**config.mk**
```make
export PLATFORM = sky130hd
export DESIGN_NAME = pipeline_control
export DESIGN_NICKNAME = d
export VERILOG_FILES = /design/src/rtl/pipeline_control.sv
export SDC_FILE = /design/constraint.sdc
export NUM_CORES = 1
export LEC_CHECK = 0
export BUFFER_PORTS_ARGS = -buffer_cell sky130_fd_sc_hd__buf_2
export CAP_MARGIN = 25
export CORE_MARGIN = 4
export CORE_UTILIZATION = 45
export CTS_CLUSTER_SIZE = 8
export DETAILED_ROUTE_END_ITERATION = 10
export GPL_TIMING_DRIVEN = 0
export PLACE_DENSITY_LB_ADDON = 0.2
export SLEW_MARGIN = 20
export SYNTH_ARGS = -nofsm -noshare
export SYNTH_HDL_FRONTEND = slang
export SYNTH_SLANG_ARGS = --single-unit
```
**constraint.sdc**
```tcl
create_clock -name clk -period 5.3 [get_ports clk]
set_input_delay 0.265 -clock clk [delete_from_list [all_inputs] [get_ports clk]]
set_output_delay 0.265 -clock clk [all_outputs]
set_load 0.02 [all_outputs]
```
**src/rtl/pipeline_control.sv**
```systemverilog
// pipeline_control: fetch/decode/execute sequencer for the CPU core.
//
// After reset it holds the datapath in reset for RESET_CYCLES edges, then runs
// a valid/ready fetch into a two-register pipeline (F/D, D/E). ARM data-processing
// and B instructions are decoded into the datapath control word. Condition codes
// are checked against the CPSR flags, and PC writes flush the pipeline.
//
// Ports:
//   clk, reset          clock (rising edge) and asynchronous active-high reset
//   stall               freeze pipeline registers and outputs, gate write enables
//   instr_valid/data    fetched instruction and its valid qualifier
//   cpsr_flags          {N,Z,C,V}
//   mem_read_en         fetch request
//   control_reset       datapath reset
//   address_reg_sel     00 ALU, 01 PC, 10 INC
//   reg_read_A_sel/B_sel, reg_read_B_en, imm_val, reg_write_sel   operand selection
//   reg_write_en, reg_pc_write_en, reg_cpsr_write_en              write enables
//   barrel_shift_val, barrel_op_sel, alu_op_sel                  shifter / ALU control
//   undef_pulse         one-cycle pulse when an undefined instruction executes
module pipeline_control #(
    parameter int unsigned REG_SEL_W      = 4,
    parameter int unsigned RESET_CYCLES   = 2,
    parameter int unsigned COND_EXEC      = 1,
    parameter int unsigned SUPPORT_BRANCH = 1
) (
    input  logic                 clk,
    input  logic                 reset,
    input  logic                 stall,
    input  logic                 instr_valid,
    input  logic [31:0]          instr_data,
    input  logic [3:0]           cpsr_flags,
    output logic                 mem_read_en,
    output logic                 control_reset,
    output logic [1:0]           address_reg_sel,
    output logic [REG_SEL_W-1:0] reg_read_A_sel,
    output logic [REG_SEL_W-1:0] reg_read_B_sel,
    output logic                 reg_read_B_en,
    output logic [31:0]          imm_val,
    output logic [REG_SEL_W-1:0] reg_write_sel,
    output logic                 reg_write_en,
    output logic                 reg_pc_write_en,
    output logic                 reg_cpsr_write_en,
    output logic [7:0]           barrel_shift_val,
    output logic [2:0]           barrel_op_sel,
    output logic [3:0]           alu_op_sel,
    output logic                 undef_pulse
);

    typedef enum logic [0:0] {StRstSeq, StRun} state_t;

    // Decoded control word held in the D/E register.
    typedef struct packed {
        logic [3:0]  cond;
        logic [3:0]  a_sel;
        logic [3:0]  b_sel;
        logic        b_en;
        logic [31:0] imm;
        logic [3:0]  wr_sel;
        logic        wr_en;    // general register write (Rd != 15)
        logic        pc_en;    // PC write (Rd == 15 or branch)
        logic        s;
        logic [7:0]  shift;
        logic [2:0]  bop;
        logic [3:0]  alu;
        logic        undef;
    } ctrl_t;

    localparam logic [3:0] AluMov  = 4'b1101;
    localparam logic [3:0] AluAdd  = 4'b0100;
    localparam logic [3:0] CntLast = 4'(RESET_CYCLES - 1);

    localparam ctrl_t CtrlReset = '{
        cond: 4'h0, a_sel: 4'h0, b_sel: 4'h0, b_en: 1'b1, imm: 32'h0, wr_sel: 4'h0,
        wr_en: 1'b0, pc_en: 1'b0, s: 1'b0, shift: 8'h0, bop: 3'h0, alu: AluMov,
        undef: 1'b0
    };

    state_t      state_q, state_d;
    logic [3:0]  cnt_q, cnt_d;
    logic        fd_valid_q;
    logic [31:0] fd_instr_q;
    logic        de_valid_q;
    ctrl_t       de_q;
    ctrl_t       dec;
    logic        cond_pass;
    logic        exec_ok;
    logic        flush;

    // ---------------- FSM: state register ----------------
    always_ff @(posedge clk or posedge reset) begin
        if (reset) begin
            state_q <= StRstSeq;
            cnt_q   <= 4'h0;
        end else begin
            state_q <= state_d;
            cnt_q   <= cnt_d;
        end
    end

    // ---------------- FSM: next state ----------------
    always_comb begin
        state_d = state_q;
        cnt_d   = cnt_q;
        unique case (state_q)
            StRstSeq: begin
                if (cnt_q == CntLast) begin
                    state_d = StRun;
                end else begin
                    cnt_d = cnt_q + 4'h1;
                end
            end
            StRun: state_d = StRun;
            default: state_d = StRstSeq;
        endcase
    end

    // ---------------- FSM: outputs ----------------
    always_comb begin
        control_reset   = (state_q == StRstSeq);
        mem_read_en     = (state_q == StRun) && !stall;
        address_reg_sel = flush ? 2'b00 : 2'b01;
    end

    // ---------------- Decode of the F/D instruction ----------------
    always_comb begin
        dec       = CtrlReset;
        dec.undef = 1'b1;
        dec.cond  = fd_instr_q[31:28];
        if (fd_instr_q[27:26] == 2'b00) begin
            if (!fd_instr_q[25] && fd_instr_q[4]) begin
                dec.undef = 1'b1;                       // register-specified shift
            end else if (fd_instr_q[24:23] == 2'b10 && !fd_instr_q[20]) begin
                dec.undef = 1'b1;                       // TST/TEQ/CMP/CMN without S
            end else begin
                dec.undef  = 1'b0;
                dec.a_sel  = fd_instr_q[19:16];
                dec.wr_sel = fd_instr_q[15:12];
                dec.alu    = fd_instr_q[24:21];
                dec.s      = fd_instr_q[20];
                // Compare/test ops only update flags.
                if (fd_instr_q[24:23] != 2'b10) begin
                    dec.wr_en = (fd_instr_q[15:12] != 4'hF);
                    dec.pc_en = (fd_instr_q[15:12] == 4'hF);
                end
                if (fd_instr_q[25]) begin
                    dec.b_en  = 1'b0;
                    dec.imm   = {24'h0, fd_instr_q[7:0]};
                    dec.bop   = 3'b011;
                    dec.shift = {3'b000, fd_instr_q[11:8], 1'b0};
                end else begin
                    dec.b_en  = 1'b1;
                    dec.b_sel = fd_instr_q[3:0];
                    dec.bop   = {1'b0, fd_instr_q[6:5]};
                    dec.shift = {3'b000, fd_instr_q[11:7]};
                    // Zero shift amount encodes LSR/ASR #32 and RRX.
                    if (fd_instr_q[11:7] == 5'd0) begin
                        unique case (fd_instr_q[6:5])
                            2'b01, 2'b10: dec.shift = 8'd32;
                            2'b11: begin
                                dec.bop   = 3'b100;
                                dec.shift = 8'd1;
                            end
                            default: dec.shift = 8'd0;
                        endcase
                    end
                end
            end
        end else if (SUPPORT_BRANCH != 0 && fd_instr_q[27:24] == 4'b1010) begin
            dec.undef = 1'b0;
            dec.a_sel = 4'hF;
            dec.b_en  = 1'b0;
            dec.imm   = {{6{fd_instr_q[23]}}, fd_instr_q[23:0], 2'b00};
            dec.alu   = AluAdd;
            dec.pc_en = 1'b1;
        end
    end

    // ---------------- Pipeline registers ----------------
    always_ff @(posedge clk or posedge reset) begin
        if (reset) begin
            fd_valid_q <= 1'b0;
            fd_instr_q <= 32'h0;
            de_valid_q <= 1'b0;
            de_q       <= CtrlReset;
        end else if (state_q == StRun && !stall) begin
            if (flush) begin
                fd_valid_q <= 1'b0;
            end else if (instr_valid) begin
                fd_instr_q <= instr_data;
                fd_valid_q <= 1'b1;
            end else begin
                fd_valid_q <= 1'b0;
            end
            de_q       <= dec;
            de_valid_q <= fd_valid_q && !flush;
        end
    end

    // ---------------- Condition evaluation ----------------
    always_comb begin
        logic n, z, c, v;
        {n, z, c, v} = cpsr_flags;
        cond_pass = 1'b0;
        if (COND_EXEC == 0) begin
            cond_pass = (de_q.cond != 4'hF);
        end else begin
            unique case (de_q.cond)
                4'h0: cond_pass = z;
                4'h1: cond_pass = !z;
                4'h2: cond_pass = c;
                4'h3: cond_pass = !c;
                4'h4: cond_pass = n;
                4'h5: cond_pass = !n;
                4'h6: cond_pass = v;
                4'h7: cond_pass = !v;
                4'h8: cond_pass = c && !z;
                4'h9: cond_pass = !c || z;
                4'hA: cond_pass = (n == v);
                4'hB: cond_pass = (n != v);
                4'hC: cond_pass = !z && (n == v);
                4'hD: cond_pass = z || (n != v);
                4'hE: cond_pass = 1'b1;
                default: cond_pass = 1'b0;
            endcase
        end
    end

    // ---------------- Execute outputs ----------------
    assign exec_ok           = de_valid_q && cond_pass && !stall;
    assign reg_write_en      = exec_ok && de_q.wr_en;
    assign reg_pc_write_en   = exec_ok && de_q.pc_en;
    assign reg_cpsr_write_en = exec_ok && de_q.s;
    assign undef_pulse       = de_valid_q && de_q.undef && !stall;
    // Stall already gates reg_pc_write_en, so a stalled flush waits.
    assign flush             = reg_pc_write_en;

    assign reg_read_A_sel   = REG_SEL_W'(de_q.a_sel);
    assign reg_read_B_sel   = REG_SEL_W'(de_q.b_sel);
    assign reg_write_sel    = REG_SEL_W'(de_q.wr_sel);
    assign reg_read_B_en    = de_q.b_en;
    assign imm_val          = de_q.imm;
    assign barrel_shift_val = de_q.shift;
    assign barrel_op_sel    = de_q.bop;
    assign alu_op_sel       = de_q.alu;

endmodule

```
* Word level (Yosys, flattened, before mapping)
Cells that the tools add are included. Widths: inputs -> output; s select.
Operators by class: add/subtract/negate cells 1, eq/ne operators 25, multiplexer cells 29, bitwise operators 3, reductions and logical operators 29
Operator list (number):
- $mux 63 | 2
- $mux 33 | 2
- $eq 4x4->1 const B | 9
- $mux 11 | 2
- $eq 4x3->1 const B | 4
- $mux 4 | 4
- $mux 5 | 3
- $pmux 1 s15 | 1
- $logic_and 1x1->1 | 13
- $mux 12 | 1
- $pmux 6 s2 | 1
- $mux 1 | 9
- $eq 4x1->1 const B | 2
- $eq 4x2->1 const B | 2
- $logic_not 1->1 | 8
- $mux 8 | 1
- $eq 2x2->1 const B | 3
- $logic_not 5->1 | 1
- $add 4x1->4 const B | 1
- $logic_not 4->1 | 1
- $ne 4x4->1 const B | 1
- $mux 3 | 1
- $not 1->1 | 3
- $reduce_and 3->1 | 1
- other kinds (10) | 11
Storage, ports and cells: bits in registers 107, input port bits 40, output and inout port bits 68, word-level logic and storage cells 105

* Depth between registers and ports, before layout
Gate-level depths: netlist (run 1).
depth in word-level cells 8, depth in mapped cells 8

* Worst setup path after synthesis (run 1)
No wires, ideal clock.
kind register to register, start reg de_q[66] in the netlist's numbering, end reg fd_instr_q[17], data arrival time 2025 ps, data required time 5175 ps, path slack 3150 ps, cell stages (with the launch flop) 9, buffers on the path 2, period minus slack after synthesis 2150 ps, cell sequence dfrtp_1 > buf_6 > and2_4 > and3_4 > o311ai_2 > a31oi_4 > a21oi_4 > buf_6 > mux2_2
Between the ends: longest elaborated chain between the ends 7, elaborated cells between the ends (all ways) 21
Ends and longest elaborated chain:
- from (decl) | RTL line 83 | ctrl_t de_q;
- from (signal assigned) | RTL line 184 | de_q <= CtrlReset;
- $eq 4x4->1 (tied with other cells) | RTL line 207 | unique case (de_q.cond)
- $pmux 1 s15 (*) | RTL line 207
- $logic_and 1x1->1 (*) (2 in series) | RTL line 229 | assign exec_ok = de_valid_q && cond_pass && !stall;
- $logic_and 1x1->1 (*) | RTL line 231 | assign reg_pc_write_en = exec_ok && de_q.pc_en;
- $not 1->1 (no line) (*)
- $reduce_and 3->1 (no line) (*)
- to (signal assigned) | RTL line 189 | fd_instr_q <= instr_data;
- to (decl) | RTL line 81 | logic [31:0] fd_instr_q;
Every way passes the cells marked *; elsewhere a longest branch is shown, timed or not. A chain may end at the register's enable or synchronous reset.

* Worst setup path in the final report (run 1)
start reg de_q[67] in the netlist's numbering, end out reg_write_en
Between the ends: longest elaborated chain between the ends 5, elaborated cells between the ends (all ways) 19
Ends and longest elaborated chain:
- $eq 4x4->1 (tied with other cells) | RTL line 207
- $pmux 1 s15 (*) | RTL line 207
- $logic_and 1x1->1 (*) (2 in series) | RTL line 229
- $logic_and 1x1->1 (*) | RTL line 230 | assign reg_write_en = exec_ok && de_q.wr_en;
- to (decl) | RTL line 40 | output logic reg_write_en,
Marks and branches as above.

==> results of run 1 <==
## worst min-delay path by stage
stage	from	to	cells past startpoint
global route	instr_data[11]	fd_instr_q[11]$_DFFE_PP0P_	2
CTS	instr_data[8]	fd_instr_q[8]$_DFFE_PP0P_	2
finish	instr_data[11]	fd_instr_q[11]$_DFFE_PP0P_	2
global placement	fd_instr_q[28]$_DFFE_PP0P_	de_q[64]$_DFFE_PP0P_	2
floorplan	instr_data[22]	fd_instr_q[22]$_DFFE_PP0P_	1
detailed placement	reset	imm_val[13]$_DFFE_PP0P_	2
## per-layer routing
layer	GRT usage	part of all wire	up-vias
li1	-	-	1662
met1	0.246	0.45	1621
met2	0.294	0.48	87
met3	0.0448	0.052	12
met4	0.0550	0.013	0
met5	0	0	-
## stage by stage
step	worst slack (ps)	hold slack, ps	instance area (um2)	power (mW)
after floorplan	2450	413	4780	1.21
after global placement	1310	450	5470	1.32
after detailed placement	2850	331	5520	1.34
after CTS	2800	116	5720	1.80
after global routing	2690	110	5720	1.88
final	2830	133	5720	1.79
## synth_stat cells (all sizes together), types with 3 or more instances
cell and n:
ha 6, a21oi 4, dfrtp 95, nand3 21, and2 4, nand2 65
nor3 3, nor2 24, clkbuf 13, inv 12, dfstp 4, xnor2 3
o31ai 3, a221o 4, mux2 34, a221oi 6, nand2b 3, buf 69
a22o 16, a31oi 3, o21ai 7
## cell families (layout without fill, tap and decap cells)
family / count (synthesis) / after routing / synth area share
adder cells (fa/ha/maj): 6 / 6 / 0.0157
AO/OA/AOI/OAI: 56 / 56 / 0.0988
AND/OR/NAND/NOR: 135 / 135 / 0.131
buffers and inverters: 94 / 217 / 0.131
flip-flops: 99 / 99 / 0.520
multiplexers: 36 / 36 / 0.0954
other: 1 / 3 / 0.000785
XOR/XNOR: 4 / 4 / 0.00734
## what timing repair did
action | CTS | global route
setup endpoints to repair | 0 | 0
hold buffers | 1 | 0
endpoints found under the hold margin | 46 | 0
## registers in the layout (all words and copies together), names as in the netlist, 3 cells and up
name              cells
barrel_op_sel         3
barrel_shift_val      6
reg_read_A_sel        4
de_q                  8
alu_op_sel            4
reg_read_B_sel        4
cnt_q                 4
imm_val              26
reg_write_sel         4
fd_instr_q           32
## cell type report
cell class                 count  area, um2
fill                         907       4600
sequential                    99       2480
multi-input combinational    240       1690
buffer                        82        582
timing repair buffer         107        563
tap                          136        170
clock buffer                  13        169
inverter                      12       50.0
clock inverter                 3       21.3
## where the power goes
group	leakage (nW)	total (mW)	internal, mW	switching (mW)
Combinational	1.65	0.408	0.197	0.210
Clock	0.0956	0.463	0.210	0.253
Sequential	1.25	0.914	0.843	0.0715
==> metrics.cfg, run 1 <==
[sta]
worst_pin_slew_ps=870
slew_headroom=0.415
setup_viol=0
fin_skew_ps=13.3
fin_tns_setup_ps=0
fmax_mhz=404
min_period_ps=2470
rsz0062_at_grt=no
period_share=0.467
hold_violations=0
drv_slew=0

[critical_path]
r2r-end=fd_instr_q[21]$_DFFE_PP0P_
crit_type=register to output pin
cp-startpoint=de_q[67]$_DFFE_PP0P_
cp.required_ps=5040
slowest_stage=dfrtp_1
worst-path-buf-inv=2
worstPathArrival_ps=2210
crit_end=reg_write_en
worstSetupEndpointType=output pin
ff2ff_path_depth=8
crit_chain=buf_4 > or3_1 > o32ai_1 > a211oi_1 > a31oi_4 > and2_2 > buf_2
r2r-start=de_q[65]$_DFFE_PP0P_
path_depth=7
path_max_fanout=10
crit_path_max_incr_delay_ps=390
critPathTopFamily=compound AO/OA/AOI/OAI gates
critPathLaunchType=register
r2r_setup_slack_ps=2900

[status]
status=completed

[place]
io_buffers=104
gp_congestion=0.767
placed_cells=675
hpwl_mm=7.98

[clock_network]
clkSinkCount=99
clk_path_buf_depth=2
cts_tree=done
cts-root-buf=clkbuf_8
clk_latency_ps=360
ctsResizeCount=0
htree_levels=3
cts_made_buffers=9
clk_pin_slew_worst_paths_ps=90
cts_setup_buffers=0

[grt]
gr-total-overflow=0
grt_max_degree=52
groute.usage.overall=0.183
grt_pass1_vias=3535
antenna_found_initial=0
grt_pass1_wl_mm=18.1

[floorplan]
rows=37
die_h_um=111
ios=108
design.core.area_um2=10300
die_w_um=111
die_area_um2=12300
start_util=0.462

[drt]
vias=3382
dr.first_iter.drc_count=108
wl_per_cell_um=15.7
routed_wl_mm=10.9
drc=0
ant_nets=0
vias_per_cell=4.89
first_pass_iters=4

[yosys]
synth_seq_cells=99
post_synth.cell_area_avg_um2=11.1
synth-main-ff-cell=dfrtp_1
ys_warn_count=0
synth_edf_count=0
synth_top_area_frac=0.498
synth_cells=431
synthArstFlopShare=1.00
yosys.area.top_type=dfrtp_1
seq_area_frac_synth=0.520
synth_area_leaders=dfrtp_1 50%, buf_4 9.6%, nand2_1 5.1%, mux2_2 4.7%, mux2_4 4.4%
synth_cell_type_count=50
syn_area_um2=4770

[cells_and_area]
fin_cells=692
synthToLayoutAreaGrowth_pct=19.9
fin_util=0.554
final_nets=597
layout_common_cells=105 x buf_2, 95 x dfrtp_1, 65 x nand2_1
layout_commonest_cell=buf_2
diodes=0
final_layout_size_suffix_gt1_frac=0.426

[job]
cap_violations=0

[power]
peakVddDrop_mv=0.138
powerDensity_nw_per_um2=312
p_leak_nw=3.00

[hold_path]
min_path_type=input pin to register

Note: power is estimated with default switching activity, not from simulation.
==> run 2: changes to the inputs <==
==> constraint.sdc (replaced) <==
create_clock -name clk -period 2.41 [get_ports clk]
set_input_delay 0.1205 -clock clk [delete_from_list [all_inputs] [get_ports clk]]
set_output_delay 0.1205 -clock clk [all_outputs]
set_load 0.02 [all_outputs]
==> metrics.cfg, run 2 (synthesized netlist as in run 1, its figures left out) <==
[sta]
fin_skew_ps=10.3  ; -2.98 ps
rsz0062_at_grt=no
period_share=0.962
min_period_ps=2320
fin_tns_setup_ps=0  ; unchanged
fmax_mhz=432
slew_headroom=0.378  ; -0.0371
setup_viol=0  ; unchanged
worst_pin_slew_ps=925  ; +55.2 ps
hold_violations=0  ; unchanged
drv_slew=0  ; unchanged
hold_slack_ps=18.5  ; -114 ps

[clock_network]
cts-root-buf=clkbuf_8
clk_latency_ps=370  ; about the same
htree_levels=3  ; unchanged
clk_path_buf_depth=2  ; unchanged
clkSinkCount=99  ; unchanged
clk_pin_slew_worst_paths_ps=100  ; about the same
cts_made_buffers=9  ; unchanged
cts_tree=done

[power]
powerDensity_nw_per_um2=656  ; +110%
p_leak_nw=3.16  ; +5.2%
peakVddDrop_mv=0.367  ; +170%

[cells_and_area]
final_nets=631  ; +5.7%
n_fill_cell=877  ; -3.3%
final_layout_size_suffix_gt1_frac=0.417  ; -0.00931
register_area_um2=2480  ; unchanged
largest_reg_flops=32  ; unchanged
multi_input_area_um2=1710  ; +1.2%
top_register=fd_instr_q
layout_commonest_cell=buf_2
layout_common_cells=105 x buf_2, 95 x dfrtp_1, 65 x nand2_1
synthToLayoutAreaGrowth_pct=27.6
diodes=0  ; unchanged
finish.instance_area_um2=6090  ; +6.5%
fin_cells=726  ; +4.9%

[hold_path]
hold_path_end=fd_instr_q[26]$_DFFE_PP0P_
hold_start=instr_data[26]
min_path_cells=2  ; unchanged
min_path_type=input pin to register

[drt]
routed_wl_mm=11.4  ; +5.0%
ant_nets=0  ; unchanged
wl_per_cell_um=15.7  ; +0.12%
vias=3577  ; +5.8%
drc=0  ; unchanged
first_pass_iters=4  ; unchanged
dr.first_iter.drc_count=107  ; -0.93%
vias_per_cell=4.93  ; +0.81%

[status]
status=completed

[grt]
grt_pass1_vias=3664  ; +3.6%
antenna_found_initial=0  ; unchanged
gr-total-overflow=0  ; unchanged
grt_pass1_wl_mm=19.0  ; +4.8%
groute.usage.overall=0.191  ; +0.00811
grt_max_degree=35  ; -33%

[floorplan]
die_w_um=111  ; unchanged
start_util=0.462  ; unchanged
design.core.area_um2=10300  ; unchanged
die_area_um2=12300  ; unchanged
ios=108  ; unchanged
die_h_um=111  ; unchanged
rows=37  ; unchanged

[place]
gp_congestion=0.758  ; -1.1%
hpwl_mm=8.25  ; +3.4%
placed_cells=677  ; +0.30%
place_area_um2=5560  ; +0.70%
io_buffers=104  ; unchanged

[critical_path]
cp.required_ps=2290  ; -2750 ps
r2r-end=fd_instr_q[18]$_DFFE_PP0P_
r2r_setup_slack_ps=120  ; -2780 ps
r2r-start=de_q[66]$_DFFE_PP0P_
crit_chain=buf_4 > or3_1 > o32ai_2 > a211oi_2 > a31oi_4 > and2_2 > buf_2
ff2ff_path_depth=8  ; unchanged
path_max_fanout=10  ; unchanged
slowest_stage=dfrtp_1
crit_path_max_incr_delay_ps=400  ; about the same
worstSetupEndpointType=output pin
critPathLaunchType=register
worstPathArrival_ps=2200  ; about the same
crit_type=register to output pin

[job]
cap_violations=0  ; unchanged

-- run 2: cell types whose count changed in the layout (fill, tap and decap cells not counted), moves of 2 or more --
cell	delta
o32ai_2	+2
dlygate4sd3_1	+30
buf_4	+2
inv_6	+2
o32ai_1	-2
clkbuf_8	-2
buf_12	+2
-- run 2: routing by layer --
metal | GRT usage | vias to the layer above | part of all wire
met4 | 0.0567 | 0 | 0.011
li1 | - | 1724 | -
met2 | 0.311 | 86 | 0.48
met5 | 0 | - | 0
met1 | 0.261 | 1755 | 0.46
met3 | 0.0349 | 12 | 0.050
-- run 2: worst max path at each step --
| stage | from | end | slack (ps) | cells after the start |
|---|---|---|---|---|
| floorplan | de_q[66]$_DFFE_PP0P_ | fd_instr_q[17]$_DFFE_PP0P_ | 260 | 8 |
| global placement | de_q[65]$_DFFE_PP0P_ | fd_instr_q[10]$_DFFE_PP0P_ | 40 | 8 |
| detailed placement | de_q[65]$_DFFE_PP0P_ | fd_instr_q[18]$_DFFE_PP0P_ | 9 | 8 |
| CTS | de_q[66]$_DFFE_PP0P_ | fd_instr_q[18]$_DFFE_PP0P_ | 30 | 8 |
| global route | de_q[67]$_DFFE_PP0P_ | reg_pc_write_en | 10 | 8 |
| finish | de_q[67]$_DFFE_PP0P_ | reg_cpsr_write_en | 90 | 7 |
-- run 2: metrics by stage --
step	setup slack (ps)	power, mW	util
5_1_grt	13.9	4.21	0.590
2_1_floorplan	260	2.66	-
3_5_place_dp	9.46	2.96	0.539
4_1_cts	25.6	4.02	0.586
6_report	92.5	4.00	0.590
3_3_place_gp	36.6	2.91	0.530
-- run 2: power breakdown --
| part | leakage [nW] | total [mW] | internal [mW] | switching [mW] |
|---|---|---|---|---|
| Sequential | 1.25 | 2.01 | 1.85 | 0.160 |
| Combinational | 1.81 | 0.958 | 0.479 | 0.480 |
| Clock | 0.0937 | 1.03 | 0.415 | 0.612 |
| Total | 3.16 | 4.00 | 2.75 | 1.25 |
-- run 2: what timing repair did --
action,CTS,global route
pin swaps,0,2
hold buffers,30,1
setup buffers,0,2
resized for setup,1,3
setup endpoints to repair,8,19
hold endpoints to repair,51,1
-- run 2: worst max-delay path, delay by kind of cell, from the launching register on --
family | cells | cell delay, ps
AND/OR/NAND/NOR | 2 | 570
AO/OA/AOI/OAI | 3 | 520
flip-flops | 1 | 400
buffers and inverters | 2 | 340
-- run 2: cell type report --
cell class	count	share of cell area
clock inverter	6	0.00780
sequential	99	0.407
clock buffer	10	0.0226
buffer	82	0.0957
tap	136	0.0279
multi-input combinational	240	0.280
inverter	12	0.00801
timing repair buffer	141	0.151
==> run 3: changes to the inputs <==
--- a/config.mk
+++ b/config.mk
@@ -12,7 +12,7 @@
 export CTS_CLUSTER_SIZE = 8
 export DETAILED_ROUTE_END_ITERATION = 10
 export GPL_TIMING_DRIVEN = 0
-export PLACE_DENSITY_LB_ADDON = 0.2
+export PLACE_DENSITY = 0.78
 export SLEW_MARGIN = 20
 export SYNTH_ARGS = -nofsm -noshare
 export SYNTH_HDL_FRONTEND = slang
==> metrics.cfg, run 3 (synthesized netlist as in run 1, its figures left out) <==
[grt]
grt_pass1_vias=3558  ; -2.9%
antenna_found_initial=0  ; unchanged
grt_max_degree=32  ; -8.6%
groute.usage.overall=0.188  ; -0.00311
gr-total-overflow=0  ; unchanged
grt_pass1_wl_mm=18.7  ; -1.4%

[cells_and_area]
synthToLayoutAreaGrowth_pct=26.2
layout_common_cells=105 x buf_2, 95 x dfrtp_1, 65 x nand2_1
final_layout_size_suffix_gt1_frac=0.422  ; +0.00546
fin_cells=716  ; -1.4%
layout_commonest_cell=buf_2
final_nets=621  ; -1.6%
largest_reg_flops=32  ; unchanged
fin_util=0.584  ; -0.00654
finish.instance_area_um2=6030  ; -1.1%
diodes=0  ; unchanged
top_register=fd_instr_q

[floorplan]
ios=108  ; unchanged
die_w_um=111  ; unchanged
design.core.area_um2=10300  ; unchanged
die_h_um=111  ; unchanged
start_util=0.462  ; unchanged
die_area_um2=12300  ; unchanged
rows=37  ; unchanged

[sta]
worst_pin_slew_ps=931  ; +6.12 ps
fin_skew_ps=6.99  ; -3.32 ps
min_period_ps=2290  ; -26.6 ps
drv_slew=0  ; unchanged
setup_viol=0  ; unchanged
setup_ws_ps=119  ; +26.6 ps
hold_slack_ps=2.68  ; -15.8 ps
fmax_mhz=437  ; +1.2%
period_share=0.951  ; -0.0110
hold_violations=0  ; unchanged
slew_headroom=0.374  ; -0.00411
fin_tns_setup_ps=0  ; unchanged

[power]
power.total_mw=4.15  ; +3.7%
powerDensity_nw_per_um2=689  ; +4.9%
p_leak_nw=3.13  ; -0.76%
peakVddDrop_mv=0.341  ; -6.9%

[drt]
wl_per_cell_um=16.0  ; +1.6%
routed_wl_mm=11.4  ; +0.20%
vias_per_cell=4.95  ; +0.43%
ant_nets=0  ; unchanged
dr.first_iter.drc_count=247  ; +130%
vias=3543  ; -0.95%
drc=0  ; unchanged
first_pass_iters=5  ; +1

[critical_path]
worstSetupEndpointType=register
crit_chain=buf_6 > and2_4 > and3_4 > o311ai_2 > a31oi_4 > a21oi_4 > buf_6 > mux2_2
worst-path-buf-inv=2  ; unchanged
critPathLaunchType=register
worstPathArrival_ps=2540  ; +340 ps
cp.required_ps=2660  ; +370 ps
crit_type=register to register
slowest_stage=dfrtp_1
critPathTopFamily=compound AO/OA/AOI/OAI gates
crit_path_max_incr_delay_ps=380  ; -20 ps
path_max_fanout=10  ; unchanged
cp_common_cell=buf_6

[place]
io_buffers=104  ; unchanged
hpwl_mm=8.37  ; +1.4%
place_area_um2=5560  ; unchanged
placed_cells=677  ; unchanged
pre_cts_slack_ps=31.2  ; +21.8 ps
gp_congestion=0.838  ; +11%

[clock_network]
cts_made_buffers=9  ; unchanged
clk_latency_ps=360  ; about the same
cts_tree=done
clkSinkCount=99  ; unchanged
cts-root-buf=clkbuf_8
clk_pin_slew_worst_paths_ps=90  ; about the same
clk_path_buf_depth=2  ; unchanged
htree_levels=3  ; unchanged

[hold_path]
min_path_type=input pin to register

[status]
status=completed

[job]
cap_violations=0  ; unchanged

## run 3: worst paths after layout
kind                                          from                    endpoint  slack [ps]  cells after the start
setup / recovery              de_q[66]$_DFFE_PP0P_   fd_instr_q[5]$_DFFE_PP0P_         120                      8
hold / removal                      instr_data[20]  fd_instr_q[20]$_DFFE_PP0P_           3                      2
setup reg to reg              de_q[66]$_DFFE_PP0P_   fd_instr_q[5]$_DFFE_PP0P_         120                      8
hold reg to reg            imm_val[22]$_DFFE_PP0P_     imm_val[22]$_DFFE_PP0P_         480                      2
max in group asynchronous                    reset   reg_read_B_en$_DFFE_PP1P_        1530                      4
min in group asynchronous                    reset     imm_val[12]$_DFFE_PP0P_         310                      3
## run 3: final cells by class
cell class	instances	area, um2
plain buffers	82	583
clock buffers	12	155
clock inverters	4	72.6
fillers	899	4300
inverters	12	48.8
multi-input cells	240	1700
flip-flops and latches	99	2480
well taps	136	170
repair buffers	131	816
## run 3: timing repair
item | in CTS | in global routing
hold buffers | 17 | 3
endpoints found under the setup margin | 0 | 41
gates resized for setup | 0 | 4
buffers inserted | 0 | 3
hold endpoints to repair | 29 | 3
## run 3: where the power goes
part,leakage [nW],switching (mW),internal [mW]
Clock,0.113,0.551,0.641
Sequential,1.25,0.159,1.85
Combinational,1.77,0.478,0.467
Total,3.13,1.19,2.96
## run 3: worst reg2reg max path, cell delays in order (launching register included)
cell	delay [ps]
dfrtp_1	380
buf_6	140
and2_4	160
and3_4	160
o311ai_2	310
a31oi_4	180
a21oi_4	270
buf_6	220
mux2_2	360
## run 3: routing by layer
metal | global-route usage | up-vias | share of wire
li1 | - | 1702 | -
met1 | 0.248 | 1721 | 0.43
met2 | 0.316 | 100 | 0.50
met3 | 0.0371 | 20 | 0.052
met4 | 0.0542 | 0 | 0.020
met5 | 0 | - | 0
